$ cat src/rtl/jt10_adpcm_pkg.sv
// Shared constants for the ADPCM-X address counter: channel state encoding and page size.
package jt10_adpcm_pkg;
  localparam int PAGE_W = 8;

  localparam logic [1:0] ST_OFF   = 2'd0;
  localparam logic [1:0] ST_ARMED = 2'd1;
  localparam logic [1:0] ST_PLAY  = 2'd2;
endpackage

$ cat src/rtl/jt10_adpcmx_cnt_if.sv
// Register-bank side inputs and fetch-side outputs of the ADPCM-X address counter.
interface jt10_adpcmx_cnt_if #(
  parameter int CH = 2,
  parameter int DW = 16,
  parameter int AW = 24
);
  localparam int CHW = (CH > 1) ? $clog2(CH) : 1;
  localparam int PW  = AW - 8;

  logic                cen;
  logic [CH*DW-1:0]    delta_n;
  logic [CH-1:0]       on;
  logic [CH-1:0]       clr;
  logic [CH-1:0]       key_on;
  logic [CH*PW-1:0]    astart;
  logic [CH*PW-1:0]    aloop;
  logic [CH*PW-1:0]    aend;
  logic [CH-1:0]       arepeat;
  logic [CH-1:0]       clr_flag;
  logic [AW-1:0]       addr;
  logic                nibble_sel;
  logic [CHW-1:0]      ch;
  logic                adv;
  logic [CH-1:0]       chon;
  logic [CH-1:0]       flag;

  modport master (
    output cen, delta_n, on, clr, key_on, astart, aloop, aend, arepeat, clr_flag,
    input  addr, nibble_sel, ch, adv, chon, flag
  );

  modport slave (
    input  cen, delta_n, on, clr, key_on, astart, aloop, aend, arepeat, clr_flag,
    output addr, nibble_sel, ch, adv, chon, flag
  );
endinterface

$ cat src/rtl/jt10_adpcmx_step.sv
// Combinational next-state of one channel: phase accumulator plus start/loop/end address sequencing.
module jt10_adpcmx_step
  import jt10_adpcm_pkg::*;
#(
  parameter int DW = 16,
  parameter int AW = 24
) (
  input  logic               i_on,
  input  logic               i_arepeat,
  input  logic [DW-1:0]      i_cnt,
  input  logic [DW-1:0]      i_delta,
  input  logic [1:0]         i_st,
  input  logic [AW-1:0]      i_addr,
  input  logic               i_nib,
  input  logic [AW-PAGE_W-1:0] i_astart,
  input  logic [AW-PAGE_W-1:0] i_aloop,
  input  logic [AW-PAGE_W-1:0] i_aend,
  output logic [DW-1:0]      o_cnt,
  output logic [1:0]         o_st,
  output logic [AW-1:0]      o_addr,
  output logic               o_nib,
  output logic               o_carry,
  output logic               o_end
);
  logic [DW:0] w_sum;
  logic [AW:0] w_pos, w_last, w_inc;

  assign w_sum   = {1'b0, i_cnt} + {1'b0, i_delta};
  assign o_carry = i_on & w_sum[DW];
  assign o_cnt   = i_on ? w_sum[DW-1:0] : i_cnt;

  // {addr,nib} is a nibble index; the last nibble of the end page is the final one played
  assign w_pos  = {i_addr, i_nib};
  assign w_last = {i_aend, {PAGE_W{1'b1}}, 1'b1};
  assign w_inc  = w_pos + (AW+1)'(1);

  always_comb begin
    o_st   = i_st;
    o_addr = i_addr;
    o_nib  = i_nib;
    o_end  = 1'b0;
    if (o_carry) begin
      case (i_st)
        ST_ARMED: begin
          {o_addr, o_nib} = {i_astart, {PAGE_W{1'b0}}, 1'b0};
          o_st            = ST_PLAY;
        end
        ST_PLAY: begin
          if (w_pos < w_last)
            {o_addr, o_nib} = w_inc;
          else if (i_arepeat)
            {o_addr, o_nib} = {i_aloop, {PAGE_W{1'b0}}, 1'b0};
          else begin
            o_st  = ST_OFF;
            o_end = 1'b1;
          end
        end
        default: ;
      endcase
    end
  end
endmodule

$ cat src/rtl/jt10_adpcmx_cnt.sv
// Round-robin ADPCM-X address/phase counter: one shared step datapath serves CH channel slots.
module jt10_adpcmx_cnt
  import jt10_adpcm_pkg::*;
#(
  parameter int CH = 2,
  parameter int DW = 16,
  parameter int AW = 24
) (
  input  logic clk,
  input  logic rst_n,
  jt10_adpcmx_cnt_if.slave bus
);
  localparam int CHW = (CH > 1) ? $clog2(CH) : 1;
  localparam int PW  = AW - PAGE_W;

  logic [CHW-1:0] r_slot;
  logic [DW-1:0]  r_cnt  [CH];
  logic [AW-1:0]  r_addr [CH];
  logic [1:0]     r_st   [CH];
  logic [CH-1:0]  r_nib;
  logic [CH-1:0]  r_flag;

  logic [CHW-1:0] r_ch;
  logic [AW-1:0]  r_oaddr;
  logic           r_onib;
  logic           r_adv;

  logic [DW-1:0]  w_cnt_nx;
  logic [1:0]     w_st_nx;
  logic [AW-1:0]  w_addr_nx;
  logic           w_nib_nx;
  logic           w_carry;
  logic           w_end;
  logic           w_on;
  logic           w_ovr;

  assign w_on  = bus.on[r_slot];
  // Level/pulse controls on the serviced channel take precedence over its step this clock
  assign w_ovr = ~w_on | bus.clr[r_slot] | bus.key_on[r_slot];

  jt10_adpcmx_step #(.DW(DW), .AW(AW)) u_step (
    .i_on      (w_on),
    .i_arepeat (bus.arepeat[r_slot]),
    .i_cnt     (r_cnt[r_slot]),
    .i_delta   (bus.delta_n[int'(r_slot)*DW +: DW]),
    .i_st      (r_st[r_slot]),
    .i_addr    (r_addr[r_slot]),
    .i_nib     (r_nib[r_slot]),
    .i_astart  (bus.astart[int'(r_slot)*PW +: PW]),
    .i_aloop   (bus.aloop[int'(r_slot)*PW +: PW]),
    .i_aend    (bus.aend[int'(r_slot)*PW +: PW]),
    .o_cnt     (w_cnt_nx),
    .o_st      (w_st_nx),
    .o_addr    (w_addr_nx),
    .o_nib     (w_nib_nx),
    .o_carry   (w_carry),
    .o_end     (w_end)
  );

  always_ff @(posedge clk or negedge rst_n) begin
    if (!rst_n) begin
      r_slot  <= '0;
      r_ch    <= '0;
      r_oaddr <= '0;
      r_onib  <= 1'b0;
      r_adv   <= 1'b0;
      r_nib   <= '0;
      r_flag  <= '0;
      for (int c = 0; c < CH; c++) begin
        r_cnt[c]  <= '0;
        r_addr[c] <= '0;
        r_st[c]   <= ST_OFF;
      end
    end else begin
      if (bus.cen) begin
        r_slot  <= (r_slot == CHW'(CH-1)) ? '0 : r_slot + 1'b1;
        r_ch    <= r_slot;
        r_adv   <= w_carry | ~w_on;
        r_oaddr <= w_ovr ? r_addr[r_slot] : w_addr_nx;
        r_onib  <= w_ovr ? r_nib[r_slot]  : w_nib_nx;
      end
      for (int c = 0; c < CH; c++) begin
        if (!bus.on[c] || bus.clr[c]) begin
          r_st[c]  <= ST_OFF;
          r_cnt[c] <= '0;
        end else if (bus.key_on[c]) begin
          r_st[c]  <= ST_ARMED;
        end else if (bus.cen && r_slot == CHW'(c)) begin
          r_cnt[c]  <= w_cnt_nx;
          r_st[c]   <= w_st_nx;
          r_addr[c] <= w_addr_nx;
          r_nib[c]  <= w_nib_nx;
        end
        if (bus.cen && r_slot == CHW'(c) && !w_ovr && w_end)
          r_flag[c] <= 1'b1;
        else if (bus.clr_flag[c])
          r_flag[c] <= 1'b0;
      end
    end
  end

  always_comb begin
    bus.chon = '0;
    for (int c = 0; c < CH; c++)
      bus.chon[c] = (r_st[c] == ST_PLAY);
  end

  assign bus.ch         = r_ch;
  assign bus.addr       = r_oaddr;
  assign bus.nibble_sel = r_onib;
  assign bus.adv        = r_adv;
  assign bus.flag       = r_flag;
endmodule

$ cat src/flat_wrapper.sv
// flat-port wrapper written by rule: the top's interface ports become plain ports
module jt10_adpcmx_cnt_flat import jt10_adpcm_pkg::*;
#(
  parameter int CH = 2,
  parameter int DW = 16,
  parameter int AW = 24
)
  (clk, rst_n, bus_cen, bus_delta_n, bus_on, bus_clr, bus_key_on, bus_astart, bus_aloop, bus_aend, bus_arepeat, bus_clr_flag, bus_addr, bus_nibble_sel, bus_ch, bus_adv, bus_chon, bus_flag);
  jt10_adpcmx_cnt_if #(.CH(CH), .DW(DW), .AW(AW)) bus_i ();
  input  logic clk;
  input  logic rst_n;
  input wire logic [$bits(bus_i.cen)-1:0] bus_cen;
  input wire logic [$bits(bus_i.delta_n)-1:0] bus_delta_n;
  input wire logic [$bits(bus_i.on)-1:0] bus_on;
  input wire logic [$bits(bus_i.clr)-1:0] bus_clr;
  input wire logic [$bits(bus_i.key_on)-1:0] bus_key_on;
  input wire logic [$bits(bus_i.astart)-1:0] bus_astart;
  input wire logic [$bits(bus_i.aloop)-1:0] bus_aloop;
  input wire logic [$bits(bus_i.aend)-1:0] bus_aend;
  input wire logic [$bits(bus_i.arepeat)-1:0] bus_arepeat;
  input wire logic [$bits(bus_i.clr_flag)-1:0] bus_clr_flag;
  output wire logic [$bits(bus_i.addr)-1:0] bus_addr;
  output wire logic [$bits(bus_i.nibble_sel)-1:0] bus_nibble_sel;
  output wire logic [$bits(bus_i.ch)-1:0] bus_ch;
  output wire logic [$bits(bus_i.adv)-1:0] bus_adv;
  output wire logic [$bits(bus_i.chon)-1:0] bus_chon;
  output wire logic [$bits(bus_i.flag)-1:0] bus_flag;
  assign bus_i.cen = bus_cen;
  assign bus_i.delta_n = bus_delta_n;
  assign bus_i.on = bus_on;
  assign bus_i.clr = bus_clr;
  assign bus_i.key_on = bus_key_on;
  assign bus_i.astart = bus_astart;
  assign bus_i.aloop = bus_aloop;
  assign bus_i.aend = bus_aend;
  assign bus_i.arepeat = bus_arepeat;
  assign bus_i.clr_flag = bus_clr_flag;
  assign bus_addr = bus_i.addr;
  assign bus_nibble_sel = bus_i.nibble_sel;
  assign bus_ch = bus_i.ch;
  assign bus_adv = bus_i.adv;
  assign bus_chon = bus_i.chon;
  assign bus_flag = bus_i.flag;
  jt10_adpcmx_cnt #(.CH(CH), .DW(DW), .AW(AW)) u_core (.clk(clk), .rst_n(rst_n), .bus(bus_i));
endmodule
$ cat config.mk
export PLATFORM = sky130hd
export DESIGN_NAME = jt10_adpcmx_cnt_flat
export DESIGN_NICKNAME = d
export VERILOG_FILES = /design/src/rtl/jt10_adpcm_pkg.sv /design/src/rtl/jt10_adpcmx_cnt_if.sv /design/src/rtl/jt10_adpcmx_step.sv /design/src/rtl/jt10_adpcmx_cnt.sv /design/src/flat_wrapper.sv
export SDC_FILE = /design/constraint.sdc
export NUM_CORES = 1
export LEC_CHECK = 0
export BUFFER_PORTS_ARGS = -buffer_cell sky130_fd_sc_hd__buf_4
export CELL_PAD_IN_SITES_DETAIL_PLACEMENT = 1
export CELL_PAD_IN_SITES_GLOBAL_PLACEMENT = 2
export CORE_MARGIN = 2
export CORE_UTILIZATION = 31
export DETAILED_ROUTE_END_ITERATION = 7
export PLACE_DENSITY_LB_ADDON = 0.1
export SYNTH_ARGS = -nofsm -noshare
export SYNTH_HDL_FRONTEND = slang
export SYNTH_SLANG_ARGS = --single-unit
$ cat constraint.sdc
create_clock -name clk -period 5 [get_ports clk]
set_input_delay 0 -clock clk [delete_from_list [all_inputs] [get_ports clk]]
set_output_delay 0 -clock clk [all_outputs]
set_load 0.05 [all_outputs]
==> results of run 1 <==
[power groups by stage]
stage / clock (W) / sequential (W) / combinational [W]
final: 0.00128 / 0.00118 / 0.00209
after global routing: 0.00134 / 0.00120 / 0.00228
after floorplan: 0 / 0.00123 / 0.00132
after global placement: 0 / 0.00120 / 0.00206
after CTS: 0.00131 / 0.00119 / 0.00210
after detailed placement: 0 / 0.00120 / 0.00209
[path summary, 6_finish.rpt]
check,from,end,slack [ps],cells past startpoint
worst max-delay path,u_core.r_slot,u_core.r_addr[38],390,13
worst min-delay path,bus_clr[1],u_core.r_cnt[15],20,4
worst max register to register,u_core.r_slot,u_core.r_addr[38],390,13
worst min register to register,u_core.r_addr[44],u_core.r_addr[44],470,2
max in group asynchronous,rst_n,u_core.bus.addr[22],3450,3
min in group asynchronous,rst_n,u_core.bus.addr[2],250,2
[timing repair]
action / in CTS / in global routing
endpoints found under the hold margin: 69 / 0
hold buffers: 8 / 0
buffers inserted: 0 / 0
[state kept, by name, summed over array words and instances, names as in the netlist]
| name | flops |
|---|---|
| u_core.bus.ch | 1 |
| u_core.r_slot | 1 |
| u_core.bus.addr | 24 |
| u_core.r_st | 4 |
| u_core.bus.nibble_sel | 1 |
| u_core.r_nib | 2 |
| u_core.bus.adv | 1 |
| u_core.bus.flag | 2 |
| u_core.r_cnt | 32 |
| u_core.r_addr | 48 |
[layout make-up]
type	instances	area [um2]	area share
Clock inverter	13	160	0.0141
Timing Repair Buffer	221	1690	0.149
Sequential cell	116	2910	0.255
Multi-Input combinational cell	818	5600	0.492
Tap cell	384	480	0.0422
Inverter	32	120	0.0105
Clock buffer	18	429	0.0377
[through the flow]
step / cell area, um2 / power (W)
after floorplan: 8910 / 0.00255
final: 11400 / 0.00455
after detailed placement: 10700 / 0.00329
after CTS: 11400 / 0.00459
after global placement: 10700 / 0.00326
after global routing: 11400 / 0.00482
[synthesized netlist by cell type (all sizes together), types with 14 or more instances]
library cell,instances
and3,15
nand3,38
dfrtp,116
nor2,69
clkbuf,40
ha,36
nor3,32
inv,31
nand4,14
a21oi,59
mux2,65
buf,23
nand2,116
o21ai,94
mux2i,60
[routing by layer]
layer | part of all wire | GRT usage | up-vias
li1 | - | - | 4187
met1 | 0.47 | 0.321 | 4345
met2 | 0.47 | 0.395 | 210
met4 | 0.013 | 0.0487 | 0
met5 | 0 | 0 | -
met3 | 0.040 | 0.0342 | 23
[cells by family after synthesis]
| kind of cell | count (synthesis) |
|---|---|
| buffers and inverters | 95 |
| flip-flops | 116 |
| multiplexers | 125 |
| AO/OA/AOI/OAI | 305 |
| AND/OR/NAND/NOR | 339 |
| adder cells (fa/ha/maj) | 37 |
| XOR/XNOR | 12 |
[worst register-to-register path, cell delays in order, from the launching register on]
cell and delay, ps:
dfrtp_4 760, buf_4 360, mux2i_1 340, inv_1 190, ha_1 340, nand3_1 140, nor2_1 60, a221oi_1 350
o21ai_0 220, nor2_1 820, nor4_1 150, buf_4 190, nor4b_1 390, o31ai_1 150
==> impl_metrics.env, run 1 <==
export IMPL_status="completed"
export IMPL_crit_family="simple AND/OR/NAND/NOR gates"
export IMPL_drive_above_1_share=0.273
export IMPL_chipHeight_um=174
export IMPL_setup_tns_ps=0
export IMPL_max_cap_violations=0
export IMPL_cts_tree="yes"
export IMPL_synth_area_um2=8910
export IMPL_synth_warnings=0
export IMPL_cp_required_ps=5260
export IMPL_clock_sinks=116
export IMPL_core_um2=28500
export IMPL_critPathArrivalTime_ps=4880
export IMPL_ios=172
export IMPL_insertion_delay_ps=430
export IMPL_final_common_cell="buf_4"
export IMPL_start_util=0.313
export IMPL_seq_power_share=0.260
export IMPL_routabilityCongestion=0.834
export IMPL_fin_nets=1384
export IMPL_overflow=0
export IMPL_finalCritPeriodShare=0.923
export IMPL_rsz0062_at_grt="false"
export IMPL_synth_top_family_by_area="compound AO/OA/AOI/OAI gates"
export IMPL_max_freq_ghz=0.217
export IMPL_core_rowCount=62
export IMPL_postSynth_asyncResetShare=1.00
export IMPL_grt_pass1_vias=9127
export IMPL_p_leak_nw=5.24
export IMPL_fin_crit_ps=4610
export IMPL_postRouteAntennaNets=0
export IMPL_grt_max_degree=65
export IMPL_post_cts_resize_count=0
export IMPL_syn_instance_count=1029
export IMPL_final_cell_mix="212 x buf_4, 115 x nand2_1, 115 x dfrtp_1"
export IMPL_cp_end_kind="register"
export IMPL_synthTopCellsByArea="dfrtp_1 33%, mux2_2 8.2%, mux2i_1 6.7%"
export IMPL_ctsHtreeMaxLevel=4
export IMPL_synth_top_area_share=0.326
export IMPL_die_area_um2=30100
export IMPL_synthAdderAreaFrac=0.0528
export IMPL_p_sw_w=0.00190
export IMPL_tightest_slew_ps=1010
export IMPL_fp_dieW_um=174
export IMPL_dp_cells=1563
export IMPL_synth_edf_count=0
export IMPL_synth_compound_area_frac=0.231
export IMPL_antenna_found_initial=0
export IMPL_routed_wirelength_mm=35.1
export IMPL_drcViolationCount=0
export IMPL_dr_pass1_iters=5
export IMPL_final_util=0.400
export IMPL_finalSetupViolCount=0
export IMPL_cpPeakStageDelay_ps=820
export IMPL_dpl_hpwl_mm=25.4
export IMPL_skew_ps=13.2
export IMPL_netSwitchingFraction=0.417
export IMPL_fillerInstances=3350
export IMPL_grt_pass1_wl_mm=54.7
export IMPL_pwr_share_comb=0.459
export IMPL_root_buffer="clkbuf_16"
export IMPL_synthDistinctLibCells=84
export IMPL_syn_num_nets=1207
export IMPL_synth_area_per_cell_um2=8.66
export IMPL_grtUsageTotal=0.235
export IMPL_cp_slowest_cell="nor2_1"
export IMPL_holdWs_ps=22.7
export IMPL_path_buf_inv=3
export IMPL_seq_area_frac_synth=0.326
export IMPL_p_clk_frac=0.281
export IMPL_synth_xor_area_share=0.0118
export IMPL_ys_ff_latch=116
export IMPL_cp_max_fo=31
export IMPL_drv_slew=0
export IMPL_syn2layout_area_growth_pct=27.8
export IMPL_first_iter_violations=463
export IMPL_crit_path_start_kind="register"
export IMPL_diodes=0
export IMPL_finalNonFillerCells=1602
export IMPL_via_per_inst=5.47
export IMPL_synthMuxAreaShare=0.150
export IMPL_synth_top_cell_by_area="dfrtp_1"
export IMPL_ir_worst_vdd_uv=228
export IMPL_clkTransAtPathRegs_ps=60
export IMPL_synth_simple_area_share=0.182
export IMPL_cts_buffer_depth=2
export IMPL_hold_viol=0
export IMPL_io_buffer_count=171
export IMPL_hp_class="in2reg"
export IMPL_max_slew_margin=0.324
export IMPL_p_per_area_nw_per_um2=399
export IMPL_synth_main_ff_cell="dfrtp_1"
export IMPL_setup_slack_ps=387
export IMPL_critPathKind="reg2reg"
export IMPL_crit_chain="buf_4 -> mux2i_1 -> inv_1 -> ha_1 -> nand3_1 -> nor2_1 -> a221oi_1 -> o21ai_0 -> nor2_1 -> nor4_1 -> buf_4 -> nor4b_1 -> o31ai_1"
export IMPL_cts_buffers=17
export IMPL_p_int_w=0.00265
export IMPL_place_ws_ps=474
export IMPL_wl_per_cell_um=21.9
export IMPL_dr_total_vias=8765
Power figures use the tool's default switching activity.
==> run 2, diff against run 1 <==
- BUFFER_PORTS_ARGS: -buffer_cell sky130_fd_sc_hd__buf_4 -> unset
- CORE_UTILIZATION: 31 -> 35
- DONT_BUFFER_PORTS: unset -> 1
- REMOVE_ABC_BUFFERS: unset -> 1
==> impl_metrics.env, run 2 (synthesis gave the netlist of run 1 again) <==
export IMPL_antenna_found_initial=1
export IMPL_fin_crit_ps=4700
export IMPL_hold_viol=0
export IMPL_via_per_inst=5.88
export IMPL_dr_pass1_iters=5
export IMPL_rsz0062_at_grt="false"
export IMPL_p_leak_nw=4.48
export IMPL_largest_reg_flops=48
export IMPL_syn2layout_area_growth_pct=14.8
export IMPL_dr_total_vias=8153
export IMPL_grt_pass1_vias=8571
export IMPL_ir_worst_vdd_uv=291
export IMPL_tightest_slew_ps=1000
export IMPL_routabilityCongestion=0.831
export IMPL_p_per_area_nw_per_um2=441
export IMPL_dpl_hpwl_mm=22.9
export IMPL_finalCritPeriodShare=0.941
export IMPL_crit_path_start_kind="register"
export IMPL_overflow=0
export IMPL_grt_pass1_wl_mm=50.7
export IMPL_first_iter_violations=439
export IMPL_cts_tree="yes"
export IMPL_cts_buffer_depth=2
export IMPL_postRouteAntennaNets=0
export IMPL_fin_nets=1220
export IMPL_routed_wirelength_mm=33.2
export IMPL_clkTransAtPathRegs_ps=60
export IMPL_start_util=0.355
export IMPL_cp_max_fo=28
export IMPL_critPathArrivalTime_ps=5010
export IMPL_final_cell_mix="115 x nand2_1, 115 x dfrtp_1, 85 x o21ai_0"
export IMPL_core_rowCount=58
export IMPL_largest_register="u_core.r_addr"
export IMPL_max_cap_violations=0
export IMPL_drcViolationCount=0
export IMPL_grt_max_degree=117
export IMPL_ios=172
export IMPL_die_area_um2=26700
export IMPL_max_freq_ghz=0.213
export IMPL_fp_dieW_um=164
export IMPL_insertion_delay_ps=430
export IMPL_core_um2=25100
export IMPL_critPathKind="reg2reg"
export IMPL_cp_end_kind="register"
export IMPL_grtUsageTotal=0.249
export IMPL_cts_buffers=17
export IMPL_drive_above_1_share=0.155
export IMPL_wl_per_cell_um=23.9
export IMPL_ctsHtreeMaxLevel=4
export IMPL_chipHeight_um=164
export IMPL_root_buffer="clkbuf_16"
export IMPL_clock_sinks=116
export IMPL_status="completed"
export IMPL_skew_ps=12.6
export IMPL_max_slew_margin=0.330
export IMPL_cp_required_ps=5310
export IMPL_setup_tns_ps=0
export IMPL_io_buffer_count=0
export IMPL_hp_class="in2reg"
export IMPL_finalSetupViolCount=0
export IMPL_holdWs_ps=11.9
export IMPL_drv_slew=0
[run 2: changes by cell type in the layout (fill, tap and decap cells not counted), sizes merged]
cell | previous run | this run
buf | 213 | 41
dlygate4sd3 | 8 | 16
diode | 0 | 2
bufinv | 3 | 4
clkinv | 8 | 7
inv | 32 | 33
[run 2: final timing paths]
path,start,endpoint,slack [ps],cells past startpoint
worst min register to register,u_core.r_addr[40],u_core.r_addr[40],480,2
min in group asynchronous,rst_n,u_core.bus.addr[20],150,2
worst max-delay path,u_core.r_slot,u_core.bus.addr[10],300,11
max in group asynchronous,rst_n,u_core.r_addr[33],4240,2
worst min-delay path,bus_astart[5],u_core.bus.addr[13],10,3
worst max register to register,u_core.r_slot,u_core.bus.addr[10],300,11
[run 2: per-stage QoR]
step	cells	power, W	area, um2	worst slack (ps)	utilization
2_1_floorplan	966	0.00257	8610	-2010	-
3_3_place_gp	1334	0.00305	9350	714	0.372
3_5_place_dp	1334	0.00307	9350	562	0.372
4_1_cts	1384	0.00451	10200	66.8	0.406
5_1_grt	1387	0.00477	10200	72.6	0.407
6_report	1387	0.00451	10200	296	0.407
[run 2: critical path, cell delays in order (launching register included)]
cell and delay [ps]:
dfrtp_4 800, mux2i_1 570, inv_1 120, ha_1 310, nand3_1 170, nor2_1 260, o2111ai_2 440, nand2_2 490
nor3_1 110, nor4_1 500, o32ai_1 190, dlygate4sd3_1 580
[run 2: metal layers]
metal,wire [um],part of all wire,GRT usage
met1,14700,0.44,0.316
met2,16200,0.49,0.434
met3,1540,0.046,0.0422
met4,793,0.024,0.0750
met5,0,0,0
[run 2: timing repair]
action	CTS	global route
buffers inserted	0	1
gates resized for setup	0	1
hold endpoints to repair	156	0
hold buffers	18	0
setup endpoints to repair	0	1
[run 2: cell type report]
| class | count | area (um2) |
|---|---|---|
| multi-input combinational | 818 | 5600 |
| sequential | 116 | 2910 |
| tap | 330 | 413 |
| antenna | 2 | 5.00 |
| clock inverter | 14 | 201 |
| fill | 2959 | 14900 |
| clock buffer | 18 | 439 |
| inverter | 32 | 120 |
| timing repair buffer | 57 | 538 |
[run 2: where the power goes]
part,switching (W),leakage [nW],total (W),internal [W]
clock,0.000521,0.307,0.00138,0.000854
combinational,0.00107,2.62,0.00182,0.000751
sequential,0.000273,1.56,0.00131,0.00104
==> run 3, diff against run 2 <==
- CAP_MARGIN: unset -> 20
- RECOVER_POWER: unset -> 25
==> impl_metrics.env, run 3 (synthesis gave the netlist of run 1 again) <==
export IMPL_crit_chain="mux2i_1 -> inv_1 -> ha_1 -> nand3_1 -> nor2_1 -> o2111ai_2 -> nand2_2 -> nor3_1 -> nor4_1 -> o32ai_1 -> dlygate4sd3_1"
export IMPL_cp_end_kind="register"
export IMPL_critPathKind="reg2reg"
export IMPL_ctsHtreeMaxLevel=4
export IMPL_clkTransAtPathRegs_ps=60
export IMPL_grt_max_degree=117
export IMPL_path_depth=11
export IMPL_largest_reg_flops=48
export IMPL_cp_required_ps=5310
export IMPL_antenna_found_initial=1
export IMPL_p_per_area_nw_per_um2=442
export IMPL_reg2regPathDepth=11
export IMPL_dr_total_vias=8158
export IMPL_drv_slew=117
export IMPL_wl_per_cell_um=23.9
export IMPL_io_buffer_count=0
export IMPL_max_freq_ghz=0.213
export IMPL_routed_wirelength_mm=33.2
export IMPL_core_um2=25100
export IMPL_finalSetupViolCount=0
export IMPL_dpl_hpwl_mm=22.9
export IMPL_cp_max_fo=28
export IMPL_hold_depth=3
export IMPL_fillerInstances=2962
export IMPL_finalCritPeriodShare=0.941
export IMPL_status="finished, violations left"
export IMPL_fin_crit_ps=4700
export IMPL_root_buffer="clkbuf_16"
export IMPL_setup_slack_ps=296
export IMPL_holdWs_ps=11.9
export IMPL_tightest_slew_ps=3170
export IMPL_postRouteAntennaNets=0
export IMPL_skew_ps=12.6
export IMPL_place_ws_ps=562
export IMPL_grt_pass1_wl_mm=50.7
export IMPL_crit_family="simple AND/OR/NAND/NOR gates"
export IMPL_insertion_delay_ps=430
export IMPL_cp_slowest_cell="dfrtp_4"
export IMPL_max_cap_violations=1
export IMPL_syn2layout_area_growth_pct=14.5
export IMPL_final_cell_mix="115 x nand2_1, 115 x dfrtp_1, 85 x o21ai_0"
export IMPL_core_rowCount=58
export IMPL_grt_pass1_vias=8571
export IMPL_largest_register="u_core.r_addr"
export IMPL_critPathArrivalTime_ps=5010
export IMPL_ios=172
export IMPL_p_leak_nw=4.47
export IMPL_start_util=0.355
export IMPL_routabilityCongestion=0.831
export IMPL_ir_worst_vdd_uv=291
export IMPL_grtUsageTotal=0.249
export IMPL_clock_sinks=116
export IMPL_cpPeakStageDelay_ps=800
export IMPL_violations="capacitance limit, slew limit"
export IMPL_drive_above_1_share=0.155
export IMPL_fin_nets=1220
export IMPL_hold_viol=0
export IMPL_path_buf_inv=2
export IMPL_hp_class="in2reg"
export IMPL_fp_dieW_um=164
export IMPL_die_area_um2=26700
export IMPL_crit_path_start_kind="register"
export IMPL_cts_buffer_depth=2
export IMPL_via_per_inst=5.88
export IMPL_dr_pass1_iters=5
export IMPL_final_util=0.406
export IMPL_max_slew_margin=-1.12
export IMPL_first_iter_violations=439
export IMPL_cts_tree="yes"
export IMPL_rsz0062_at_grt="false"
export IMPL_chipHeight_um=164
export IMPL_overflow=0
export IMPL_drcViolationCount=0
export IMPL_cts_buffers=17
[run 3: cell types whose count changed in the layout (fill, tap and decap cells not counted), sizes merged]
cell	change
clkbuf	+1
buf	-1
[run 3: power by group]
part	internal, W	leakage (nW)	switching (W)
combinational	0.000749	2.61	0.00107
clock	0.000854	0.307	0.000521
sequential	0.00104	1.56	0.000273
[run 3: stage by stage]
stage / std cells / cell area (um2) / total power [W] / TNS (ps)
4_1_cts: 1384 / 10200 / 0.00451 / 0
3_3_place_gp: 1334 / 9350 / 0.00305 / 0
2_1_floorplan: 966 / 8610 / 0.00257 / -150490
5_1_grt: 1387 / 10200 / 0.00476 / 0
6_report: 1387 / 10200 / 0.00451 / 0
3_5_place_dp: 1334 / 9350 / 0.00307 / 0
[run 3: area by class of cell]
class / instances / area, um2 / area share
Multi-Input combinational cell: 818 / 5600 / 0.549
Sequential cell: 116 / 2910 / 0.285
Timing Repair Buffer: 57 / 515 / 0.0505
Clock buffer: 18 / 439 / 0.0430
Tap cell: 330 / 413 / 0.0405
Clock inverter: 14 / 201 / 0.0197
Inverter: 32 / 120 / 0.0118
Antenna cell: 2 / 5.00 / 0.000490
[run 3: routing by layer]
| metal | wire [um] | track usage | up-vias |
|---|---|---|---|
| met5 | 0 | 0 | - |
| met4 | 793 | 0.0750 | 0 |
| met3 | 1540 | 0.0422 | 51 |
| met2 | 16200 | 0.434 | 219 |
| met1 | 14700 | 0.316 | 4020 |
| li1 | - | - | 3868 |
[run 3: path summary, 6_finish.rpt]
path | startpoint | endpoint | slack (ps)
hold reg to reg | u_core.r_addr[40] | u_core.r_addr[40] | 480
setup / recovery | u_core.r_slot | u_core.bus.addr[10] | 300
min in group asynchronous | rst_n | u_core.bus.addr[20] | 1080
hold / removal | bus_astart[5] | u_core.bus.addr[13] | 10
setup reg to reg | u_core.r_slot | u_core.bus.addr[10] | 300
max in group asynchronous | rst_n | u_core.r_slot | 1600
[run 3: tightest hold or removal path: cells and delay by family]
kind	cells	cell delay [ps]
AO/OA/AOI/OAI	1	200
multiplexers	1	120
AND/OR/NAND/NOR	1	80
[run 3: repair_timing]
action / 4_1_cts / 5_1_grt
endpoints found under the setup margin: 0 / 1
buffers inserted: 0 / 1
hold buffers: 18 / 0
hold endpoints to repair: 156 / 0
gates resized for setup: 0 / 1
